**src/rtl/regfile_op_sequencer.sv**
```systemverilog
// regfile_op_sequencer: single-command initiator that reads two registers, computes ADD/SUB/AND/LDI
// and writes the result back through a falling-edge-timed write enable.
module regfile_op_sequencer #(
    parameter int DATA_WIDTH = 32,
    parameter int ADDR_WIDTH = 2
) (
    input  logic                  clk_i,
    input  logic                  rst_ni,
    input  logic                  cmd_valid_i,
    output logic                  cmd_ready_o,
    input  logic [1:0]            cmd_op_i,
    input  logic [ADDR_WIDTH-1:0] cmd_src_a_i,
    input  logic [ADDR_WIDTH-1:0] cmd_src_b_i,
    input  logic [ADDR_WIDTH-1:0] cmd_dst_i,
    input  logic [DATA_WIDTH-1:0] cmd_imm_i,
    output logic [ADDR_WIDTH-1:0] read_reg1_o,
    output logic [ADDR_WIDTH-1:0] read_reg2_o,
    input  logic [DATA_WIDTH-1:0] read_data1_i,
    input  logic [DATA_WIDTH-1:0] read_data2_i,
    output logic                  reg_write_o,
    output logic [ADDR_WIDTH-1:0] write_reg_no_o,
    output logic [DATA_WIDTH-1:0] write_data_o,
    output logic                  rsp_valid_o,
    input  logic                  rsp_ready_i,
    output logic [DATA_WIDTH-1:0] rsp_data_o,
    output logic                  rsp_zero_o
);
    localparam logic [1:0] OP_ADD = 2'b00, OP_SUB = 2'b01, OP_AND = 2'b10, OP_LDI = 2'b11;
    typedef enum logic [2:0] {IDLE, READ, EXEC, WRITE, RESP} state_e;
    state_e                  state_q, state_d;
    logic                    cmd_ready_q, reg_write_q, accept;
    logic [1:0]              op_q;
    logic [ADDR_WIDTH-1:0]   dst_q, rr1_q, rr2_q, wr_no_q;
    logic [DATA_WIDTH-1:0]   imm_q, a_q, b_q, result_q, result_d;
    assign accept = (state_q == IDLE) && cmd_ready_q && cmd_valid_i;
    always_ff @(posedge clk_i or negedge rst_ni) begin
        if (!rst_ni) state_q <= IDLE;
        else         state_q <= state_d;
    end
    always_comb begin
        state_d = state_q;
        case (state_q)
            IDLE:    state_d = accept ? ((cmd_op_i == OP_LDI) ? EXEC : READ) : IDLE;
            READ:    state_d = EXEC;
            EXEC:    state_d = WRITE;
            WRITE:   state_d = RESP;
            RESP:    state_d = rsp_ready_i ? IDLE : RESP;
            default: state_d = IDLE;
        endcase
    end
    always_comb begin
        rsp_valid_o = (state_q == RESP);
        rsp_zero_o  = rsp_valid_o && (result_q == '0);
    end
    assign result_d = (op_q == OP_ADD) ? a_q + b_q :
                      (op_q == OP_SUB) ? a_q - b_q :
                      (op_q == OP_AND) ? a_q & b_q : imm_q;
    // cmd_ready is registered so it only rises on the first edge after reset release
    always_ff @(posedge clk_i or negedge rst_ni) begin
        if (!rst_ni) begin
            cmd_ready_q <= 1'b0;
            op_q        <= '0;
            dst_q       <= '0;
            imm_q       <= '0;
            rr1_q       <= '0;
            rr2_q       <= '0;
            a_q         <= '0;
            b_q         <= '0;
            wr_no_q     <= '0;
            result_q    <= '0;
        end else begin
            cmd_ready_q <= (state_d == IDLE);
            if (accept) begin
                op_q  <= cmd_op_i;
                dst_q <= cmd_dst_i;
                imm_q <= cmd_imm_i;
                rr1_q <= cmd_src_a_i;
                rr2_q <= cmd_src_b_i;
            end
            if (state_q == READ) begin
                a_q <= read_data1_i;
                b_q <= read_data2_i;
            end
            if (state_q == EXEC) begin
                wr_no_q  <= dst_q;
                result_q <= result_d;
            end
        end
    end
    // Enable spans falling edge to falling edge, so exactly one clock-high phase is gated
    always_ff @(negedge clk_i or negedge rst_ni) begin
        if (!rst_ni) reg_write_q <= 1'b0;
        else         reg_write_q <= (state_q == WRITE);
    end
    assign cmd_ready_o    = cmd_ready_q;
    assign read_reg1_o    = rr1_q;
    assign read_reg2_o    = rr2_q;
    assign reg_write_o    = reg_write_q;
    assign write_reg_no_o = wr_no_q;
    assign write_data_o   = result_q;
    assign rsp_data_o     = result_q;
endmodule
```
**config.mk**
```make
export PLATFORM = sky130hd
export DESIGN_NAME = regfile_op_sequencer
export DESIGN_NICKNAME = d
export VERILOG_FILES = /design/src/rtl/regfile_op_sequencer.sv
export SDC_FILE = /design/constraint.sdc
export NUM_CORES = 1
export LEC_CHECK = 0
export CORE_UTILIZATION = 58
export CTS_CLUSTER_SIZE = 28
export DETAILED_ROUTE_END_ITERATION = 10
export PLACE_DENSITY_LB_ADDON = 0.1
export SLEW_MARGIN = 25
export SYNTH_ARGS = -nofsm -noshare
export SYNTH_HDL_FRONTEND = slang
export SYNTH_SLANG_ARGS = --single-unit
```
**constraint.sdc**
```tcl
create_clock -name clk_i -period 8 [get_ports clk_i]
set_clock_uncertainty 0.05 [all_clocks]
set_input_delay 1.6 -clock clk_i [delete_from_list [all_inputs] [get_ports clk_i]]
set_output_delay 1.6 -clock clk_i [all_outputs]
set_load 0.005 [all_outputs]
```
======== After elaboration in Yosys (flattened, before gate mapping) ========
Index checks and enable logic that the tools add are counted.
word-level totals
  logic and storage cells ................. 36
  output and inout bits ................... 74
  input port bits ......................... 108
  register bits after elaboration ......... 143
operators by class
  reduce and logical (&&, ||, !) cells .... 7
  multiplexer cells ....................... 7
  bitwise gates (word level) .............. 1
  eq/ne operators ......................... 7
  $add $sub $neg .......................... 2
operator list
  operator                                                                count
  32-bit two-way mux                                                      3
  32-bit adder                                                            1
  32-bit bitwise AND                                                      1
  32-bit zero test                                                        1
  32-bit subtractor                                                       1
  3-bit one-hot mux with 5 select lines                                   1
  3-bit by 2-bit equality test with 1-bit output (second input constant)  2
  3-bit zero test                                                         2
  2-bit equality test (second input constant)                             2
  2-bit two-way mux                                                       2
  3-bit by 1-bit equality test with 1-bit output (second input constant)  1
  3-bit equality test (second input constant)                             1
  1-bit logical AND                                                       3
  3-bit two-way mux                                                       1
  2-bit by 1-bit equality test with 1-bit output (second input constant)  1
  2-bit zero test                                                         1

======== Depth between registers and ports, before layout ========
Gate-level depths: netlist (run 1).
  depth after elaboration ................. 6
  mapped depth ............................ 12
  gate-level depth less buffers ........... 12

==> flow_metrics.py, run 1 <==
metrics = {
    "sta": {
        "worst_slew_pin_slew_ns": 0.9930,
        "finalHoldViolCount": 0,
        "setup_tns_ns": 0,
        "setup_viol": 0,
        "rsz0062_at_grt": "false",
        "maxSlewViolCount": 0,
        "relSlewSlack_pct": 33.80,
    },
    "clock_tree": {
        "clk_path_buf_depth": 2,
        "post_cts_buffers": 0,
        "cts_sinks": 143,
        "cts-root-buf": "clkbuf_16",
        "worstSkewPairLatency_ns": 0.42,
        "cts_resized": 0,
        "ctsHoldBuffers": 0,
        "htreeDepth": 4,
        "cts_tree": "done",
        "cts_buffers": 17,
        "path_clk_slew_ns": 0.06,
    },
    "routing": {
        "viasPerCell": 6.125,
        "dr.pass1.iters": 6,
        "antenna_left": 0,
        "wirelength_um": 28570,
        "first_iter_violations": 813,
        "vias": 8826,
        "avgRoutedWirePerCell_um": 19.83,
        "drc_errors": 0,
    },
    "grt": {
        "grt_pass1_vias": 8812,
        "grt_use_total_pct": 33.72,
        "grt_max_degree": 97,
        "grt.overflow.total": 0,
        "grt_pass1_wl_um": 46330,
        "antenna_found_initial": 0,
    },
    "setup_path": {
        "path_buf_inv": 1,
        "startpoint": "reg_write_o",
        "ff2ff_path_depth": 1,
        "reg2reg_slack_ns": 3.10,
        "critPathSlowestCell": "clkdlybuf4s50_1",
        "worstPathCellList": "clkdlybuf4s50_1",
        "cp-start-kind": "flop",
        "cp.depth": 1,
        "worstReg2RegEnd": "reg_write_o",
        "worst_path_largest_cell_delay_ns": 0.49,
        "crit_fanout": 1,
        "critical_path_required_ns": 6.35,
        "crit_family": "buffers and inverters",
        "r2r_start": "state_q[2]",
        "critical_path_class": "reg2out",
        "cp.arrival_ns": 5.26,
        "end_kind": "output pin",
    },
    "synthesis": {
        "netlist_area_sq_um": 9896,
        "synth-compound-area-share_pct": 19.21,
        "yosysUniqueCellTypes": 78,
        "synth_top_family_by_area": "compound AO/OA/AOI/OAI gates",
        "synth-simple-area-share_pct": 14.49,
        "netlist.top_cell.by_area": "dfrtp_1",
        "synth_warnings": 0,
        "synthMuxAreaShare_pct": 12.02,
        "synth_cells": 1091,
        "yosys.area.top_type_share_pct": 35.91,
        "yosys_most_used_dff": "dfrtp_1",
        "synthAdderAreaFrac_pct": 8.370,
        "yosysSeqAreaShare_pct": 36.16,
        "ys_ff_latch": 143,
        "synthesis.nets": 1264,
        "synth_xor_area_share_pct": 2.478,
        "synth_edf_count": 0,
        "avgSynthCellArea_sq_um": 9.070,
        "synthArstFlopShare_pct": 100.0,
        "synthTopCellsByArea": "dfrtp_1 36%, mux2_2 9.0%, ha_1 8.0%, o21ai_0 4.5%, nand2_1 4.2%",
    },
    "floorplan": {
        "start_util_pct": 59.46,
        "io_pins": 182,
        "fp.dieW_um": 132.6,
        "die_y_um": 132.6,
        "die-area_sq_um": 17590,
        "coreArea_sq_um": 16640,
        "rows": 47,
    },
    "hold_path": {
        "min_path_cells": 2,
        "worstHoldStart": "dst_q[0]",
        "hold_end": "write_reg_no_o[0]",
        "min_path_type": "reg2reg",
    },
    "finish": {
        "layout_commonest_cell": "clkdlybuf4s50_1",
        "multiInputGateArea_sq_um": 5614,
        "fin_nets": 1382,
        "seqCellArea_sq_um": 3580,
        "antenna_cells": 0,
        "area_growth_pct": 23.14,
        "drive_gt1_share_pct": 11.71,
        "layout_common_cells": "180 x clkdlybuf4s50_1, 141 x dfrtp_1, 110 x nand2_1, 89 x o21ai_0, 79 x mux2_2",
        "stdcell_count": 1441,
        "n_fill_cell": 1281,
    },
    "placed_design": {
        "place.gp.congestion": 0.9626,
        "dpl.hpwl_um": 21020,
        "portBuffers": 181,
        "place_inst": 1410,
    },
    "pwr": {
        "ir_worst_vdd_uv": 328.4,
        "power.leakage_uw": 0.005134,
        "pwr_density_cell_nw_per_um2": 541.7,
    },
    "run_status": {
        "status": "complete, no violations",
    },
    "job": {
        "drv_cap": 0,
    },
}
==> where the power goes <==
part / switching [uW] / leakage [uW] / internal [uW]
clock: 321 / 0.000268 / 476
combinational: 2490 / 0.00315 / 1890
sequential: 318 / 0.00172 / 1100
==> cells in the mapped netlist (all sizes together) (8+ instances only) <==
library cell  count
mux2i            24
clkbuf           47
nor2b            15
inv              67
nor4             18
nand4             8
or3               8
o21ai           103
a211oi            9
nor2             61
nor3             17
buf              43
a22oi            10
nand2b           15
a21oi            68
a21o             14
nand3            17
o211ai           12
a31oi            14
dfrtp           142
xnor2            25
ha               63
o21bai           10
mux2             80
nand2           110
==> area by class of cell <==
type                       instances  share of cell area (%)
multi-input combinational        791                   46.07
sequential                       143                   29.38
timing repair buffer             189                   15.40
clock buffer                      20                   3.748
tap                              220                   2.259
inverter                          67                   2.064
clock inverter                    11                   1.078
==> worst max-delay path by stage <==
stage                       end  slack, ns
finish              reg_write_o       1.09
global route        reg_write_o       1.03
CTS                 reg_write_o       1.07
detailed placement  reg_write_o       1.50
global placement    reg_write_o       1.50
floorplan           reg_write_o       1.97
==> kinds of logic (layout without fill, tap and decap cells) <==
kind of cell    after synthesis  in the layout
flops                       143            143
simple gates                300            300
mux                         106            106
compound gates              292            292
xor+xnor                     28             28
buf+inv                     157            287
fa+ha+maj                    65             65
==> state kept, by name (all words and copies together), names as in the netlist <==
signal / count
a_q: 32
b_q: 32
cmd_ready_o: 1
dst_q: 2
imm_q: 32
op_q: 2
read_reg1_o: 2
read_reg2_o: 2
reg_write_o: 1
rsp_data_o: 32
state_q: 3
write_reg_no_o: 2
==> layer usage <==
layer  track usage, %  part of all wire, %  up-vias
met3            7.241                  7.0       65
met5                0                    0        -
met4            11.75                  2.7        0
li1                 -                    -     4092
met1            44.64                   43     4284
met2            54.80                   48      385
==> stage by stage <==
stage	setup WS (ns)	area (sq um)	hold WS (ns)	power (uW)	util (%)
global placement	1.497	11590	0.3913	5630	69.66
global route	1.034	12190	0.4523	7067	73.22
CTS	1.073	12180	0.4242	6535	73.20
floorplan	1.971	9896	0.3848	4452	-
finish	1.086	12190	0.4289	6600	73.22
detailed placement	1.498	11590	0.4087	5704	69.66
No activity file was read; power rests on OpenSTA's default activity.
==> run 2: changes to the inputs <==
Settings changed: CORE_MARGIN set to 1.5, CORE_UTILIZATION 58 to 40.
==> run 2 against run 1 <==
Net effect:
- via count down 2.7%
- critical path depth unchanged
- sequential cell count unchanged
- total power down 0.23%
- core utilization down 23 points
- final cell count up 7.4%
- largest power group unchanged
- clock power about the same
- sequential power about the same
- register-to-register slack better by 0.02 ns
- largest cell class unchanged
- worst setup slack worse by 0.018 ns
==> flow_metrics.py, run 2 (synthesis results as in run 1) <==
metrics = {
    "finish": {
        "layout_common_cells": "180 x clkdlybuf4s50_1, 141 x dfrtp_1, 110 x nand2_1, 89 x o21ai_0, 79 x mux2_2",
        "antenna_cells": 0,
        "multiInputGateArea_sq_um": 5614,
        "drive_gt1_share_pct": 12.01,
        "layout_commonest_cell": "clkdlybuf4s50_1",
        "fin_area_sq_um": 12310,
        "fin_nets": 1384,
        "n_fill_cell": 2352,
        "seqCellArea_sq_um": 3580,
        "area_growth_pct": 24.42,
    },
    "sta": {
        "rsz0062_at_grt": "false",
        "setup_tns_ns": 0,
        "setup_viol": 0,
        "worst_slew_pin_slew_ns": 0.8379,
        "finalHoldViolCount": 0,
        "maxSlewViolCount": 0,
        "relSlewSlack_pct": 43.63,
    },
    "placed_design": {
        "place.gp.congestion": 0.8954,
        "portBuffers": 181,
        "dpl.hpwl_um": 22200,
        "place_area_sq_um": 11740,
    },
    "grt": {
        "met1_usage_pct": 33.39,
        "met3_usage_pct": 3.922,
        "grt_util_met2_pct": 37.98,
        "grt.overflow.total": 0,
        "grt_use_total_pct": 23.86,
        "grt.busiest_layer": "met2",
        "grt_pass1_vias": 8500,
        "grt_max_degree": 60,
        "antenna_found_initial": 1,
        "grt_pass1_wl_um": 47790,
    },
    "pwr": {
        "pwr_density_cell_nw_per_um2": 534.8,
        "total_power_uw": 6585,
        "ir_worst_vdd_uv": 188.0,
        "power.leakage_uw": 0.005149,
    },
    "setup_path": {
        "critical_path_class": "reg2out",
        "cp.arrival_ns": 5.28,
        "critPathSlowestCell": "clkdlybuf4s50_1",
        "crit_fanout": 1,
        "cp-start-kind": "flop",
        "worstPathCellList": "clkdlybuf4s50_1",
        "crit_family": "buffers and inverters",
        "path_buf_inv": 1,
        "worst_path_largest_cell_delay_ns": 0.49,
        "end_kind": "output pin",
        "critical_path_required_ns": 6.35,
    },
    "clock_tree": {
        "cts_buffers": 17,
        "cts_sinks": 143,
        "cts_tree": "done",
        "cts-root-buf": "clkbuf_16",
        "post_cts_buffers": 0,
        "clk_path_buf_depth": 2,
        "htreeDepth": 4,
        "path_clk_slew_ns": 0.07,
        "ctsHoldBuffers": 0,
        "worstSkewPairLatency_ns": 0.44,
        "cts_resized": 0,
    },
    "floorplan": {
        "coreArea_sq_um": 24320,
        "die-area_sq_um": 25690,
        "die_y_um": 160.3,
        "fp.dieW_um": 160.3,
        "start_util_pct": 40.69,
        "io_pins": 182,
        "rows": 57,
    },
    "run_status": {
        "status": "complete, no violations",
    },
    "hold_path": {
        "min_path_type": "reg2reg",
    },
    "routing": {
        "dr.pass1.iters": 5,
        "viasPerCell": 5.547,
        "drc_errors": 0,
        "vias": 8587,
        "wirelength_um": 29870,
        "antenna_left": 0,
        "first_iter_violations": 730,
        "avgRoutedWirePerCell_um": 19.29,
    },
    "job": {
        "drv_cap": 0,
    },
}
## run 2: final cells by class
cell class	instances	area share, %
Multi-Input combinational cell	791	45.60
Sequential cell	143	29.08
Timing Repair Buffer	191	15.34
Clock buffer	17	3.455
Tap cell	324	3.293
Inverter	67	2.043
Clock inverter	15	1.199
## run 2: final timing paths
path                                  start           endpoint  slack, ns  cells past startpoint
worst max-delay path            reg_write_o        reg_write_o       1.07                      1
worst min-delay path               dst_q[1]  write_reg_no_o[1]       0.42                      2
worst max register to register   state_q[2]        reg_write_o       3.12                      1
worst min register to register     dst_q[1]  write_reg_no_o[1]       0.42                      2
max in group asynchronous            rst_ni        reg_write_o       2.69                      1
min in group asynchronous            rst_ni     read_reg1_o[1]       0.99                      1
## run 2: layer usage
layer,share of wire [%],wire (um)
met5,0,0
met4,1.8,547
met1,47,14190
met3,4.5,1351
met2,46,13780
## run 2: metrics by stage
step / util [%] / hold slack [ns] / worst slack, ns / cells
6_report: 50.63 / 0.4232 / 1.068 / 1548
5_1_grt: 50.63 / 0.4681 / 1.039 / 1548
4_1_cts: 50.63 / 0.4209 / 1.059 / 1548
3_5_place_dp: 48.27 / 0.4124 / 1.491 / 1516
3_3_place_gp: 48.27 / 0.4043 / 1.497 / 1516
2_1_floorplan: - / 0.3848 / 1.971 / 1091
## run 2: power by group
group | internal (uW) | switching (uW)
combinational | 1890 | 2470
clock | 437 | 360
sequential | 1100 | 336
total | 3420 | 3160
==> run 3: changes to the inputs <==
Clock period 8 ns to 6.2 ns, I/O delays scaled along.
==> run 3 against run 2 <==
Net effect:
- hold slack worse by 0.0026 ns
- via count about the same
- worst setup slack worse by 0.52 ns
- sequential share of layout area hardly changed
- clock power grew 29%
- register-to-register slack got worse by 0.92 ns
- die area stayed put
- first-iteration DRC count decreased by 12%
- sequential cell count unchanged
- core utilization is essentially flat
==> flow_metrics.py, run 3 (synthesis results as in run 1) <==
metrics = {
    "grt": {
        "grt.overflow.total": 0,
        "antenna_found_initial": 0,
        "grt_pass1_vias": 8497,
        "grt_max_degree": 57,
        "grt_pass1_wl_um": 48260,
        "grt_use_total_pct": 23.87,
    },
    "routing": {
        "first_iter_violations": 642,
        "dr.pass1.iters": 5,
        "avgRoutedWirePerCell_um": 19.24,
        "vias": 8590,
        "antenna_left": 0,
        "viasPerCell": 5.549,
        "wirelength_um": 29780,
        "drc_errors": 0,
    },
    "finish": {
        "drive_gt1_share_pct": 11.76,
        "layout_common_cells": "180 x clkdlybuf4s50_1, 141 x dfrtp_1, 110 x nand2_1, 89 x o21ai_0, 79 x mux2_2",
        "area_growth_pct": 24.40,
        "seqCellArea_sq_um": 3580,
        "multiInputGateArea_sq_um": 5614,
        "n_fill_cell": 2335,
        "fin_area_sq_um": 12310,
        "antenna_cells": 0,
        "layout_commonest_cell": "clkdlybuf4s50_1",
        "fin_nets": 1384,
    },
    "sta": {
        "finalHoldViolCount": 0,
        "rsz0062_at_grt": "false",
        "maxSlewViolCount": 0,
        "relSlewSlack_pct": 45.62,
        "worst_slew_pin_slew_ns": 0.8121,
        "setup_viol": 0,
        "setup_tns_ns": 0,
    },
    "clock_tree": {
        "clk_path_buf_depth": 2,
        "worstSkewPairLatency_ns": 0.43,
        "ctsHoldBuffers": 0,
        "cts_buffers": 17,
        "htreeDepth": 4,
        "post_cts_buffers": 0,
        "path_clk_slew_ns": 0.06,
        "cts_sinks": 143,
        "cts_tree": "done",
        "cts-root-buf": "clkbuf_16",
        "cts_resized": 0,
    },
    "floorplan": {
        "rows": 57,
        "die_y_um": 160.3,
        "io_pins": 182,
        "coreArea_sq_um": 24320,
        "fp.dieW_um": 160.3,
        "start_util_pct": 40.69,
        "die-area_sq_um": 25690,
    },
    "setup_path": {
        "critical_path_required_ns": 4.91,
        "worst_path_largest_cell_delay_ns": 0.48,
        "critical_path_class": "reg2out",
        "cp-start-kind": "flop",
        "worstReg2RegEnd": "reg_write_o",
        "crit_fanout": 1,
        "critPathSlowestCell": "clkdlybuf4s50_1",
        "worstPathCellList": "clkdlybuf4s50_1",
        "path_buf_inv": 1,
        "reg2reg_slack_ns": 2.20,
        "r2r_start": "state_q[2]",
        "cp.arrival_ns": 4.36,
        "end_kind": "output pin",
        "cp.depth": 1,
        "crit_family": "buffers and inverters",
        "ff2ff_path_depth": 1,
    },
    "pwr": {
        "comb_power_share_pct": 65.8,
        "ir_worst_vdd_uv": 223.5,
        "power.leakage_uw": 0.005142,
        "power.share.clock_pct": 12.1,
        "seqPwrFrac_pct": 22.1,
        "pwr_density_cell_nw_per_um2": 689.2,
        "power.share.switching_pct": 47.61,
        "p_int_uw": 4445,
        "p_switching_uw": 4040,
    },
    "placed_design": {
        "portBuffers": 181,
        "place_area_sq_um": 11740,
        "place.gp.congestion": 0.8672,
        "dpl.hpwl_um": 22340,
    },
    "hold_path": {
        "worstHoldStart": "dst_q[1]",
        "min_path_cells": 2,
        "hold_end": "write_reg_no_o[1]",
        "min_path_type": "reg2reg",
    },
    "job": {
        "drv_cap": 0,
    },
    "run_status": {
        "status": "complete, no violations",
    },
}
run 3: per-layer routing:
layer	vias to the layer above	share of wire, %	global-route usage (%)	wire length, um
li1	4087	-	-	-
met1	4202	48	34.26	14430
met2	269	46	37.55	13590
met3	32	4.5	3.429	1346
met4	0	1.4	6.372	414
met5	-	0	0	0
run 3: power by group through the flow:
stage,registers [uW],logic (uW),clock network [uW]
floorplan,1700,4040,0
global placement,1870,5530,0
detailed placement,1900,5530,0
CTS,1880,5560,1050
global route,1950,6130,1090
finish,1870,5580,1030
run 3: final cells by class:
cell class	instances	share of cell area, %
Timing Repair Buffer	191	15.34
Tap cell	324	3.293
Multi-Input combinational cell	791	45.60
Sequential cell	143	29.08
Clock buffer	20	3.547
Clock inverter	12	1.098
Inverter	67	2.043
run 3: how the worst max path moves through the flow:
stage | from | endpoint | slack, ns
5_1_grt | reg_write_o | reg_write_o | 0.52
6_report | reg_write_o | reg_write_o | 0.55
2_1_floorplan | reg_write_o | reg_write_o | 1.43
4_1_cts | reg_write_o | reg_write_o | 0.54
3_3_place_gp | reg_write_o | reg_write_o | 0.95
3_5_place_dp | reg_write_o | reg_write_o | 0.96
run 3: per-stage QoR:
step	util, %	cells	total power [uW]	setup WS, ns	hold slack [ns]
CTS	50.62	1548	8490	0.5368	0.4221
detailed placement	48.27	1516	7424	0.9633	0.4086
floorplan	-	1091	5745	1.431	0.3848
global placement	48.27	1516	7401	0.9515	0.4048
global route	50.62	1548	9172	0.5164	0.4521
finish	50.62	1548	8485	0.5456	0.4205
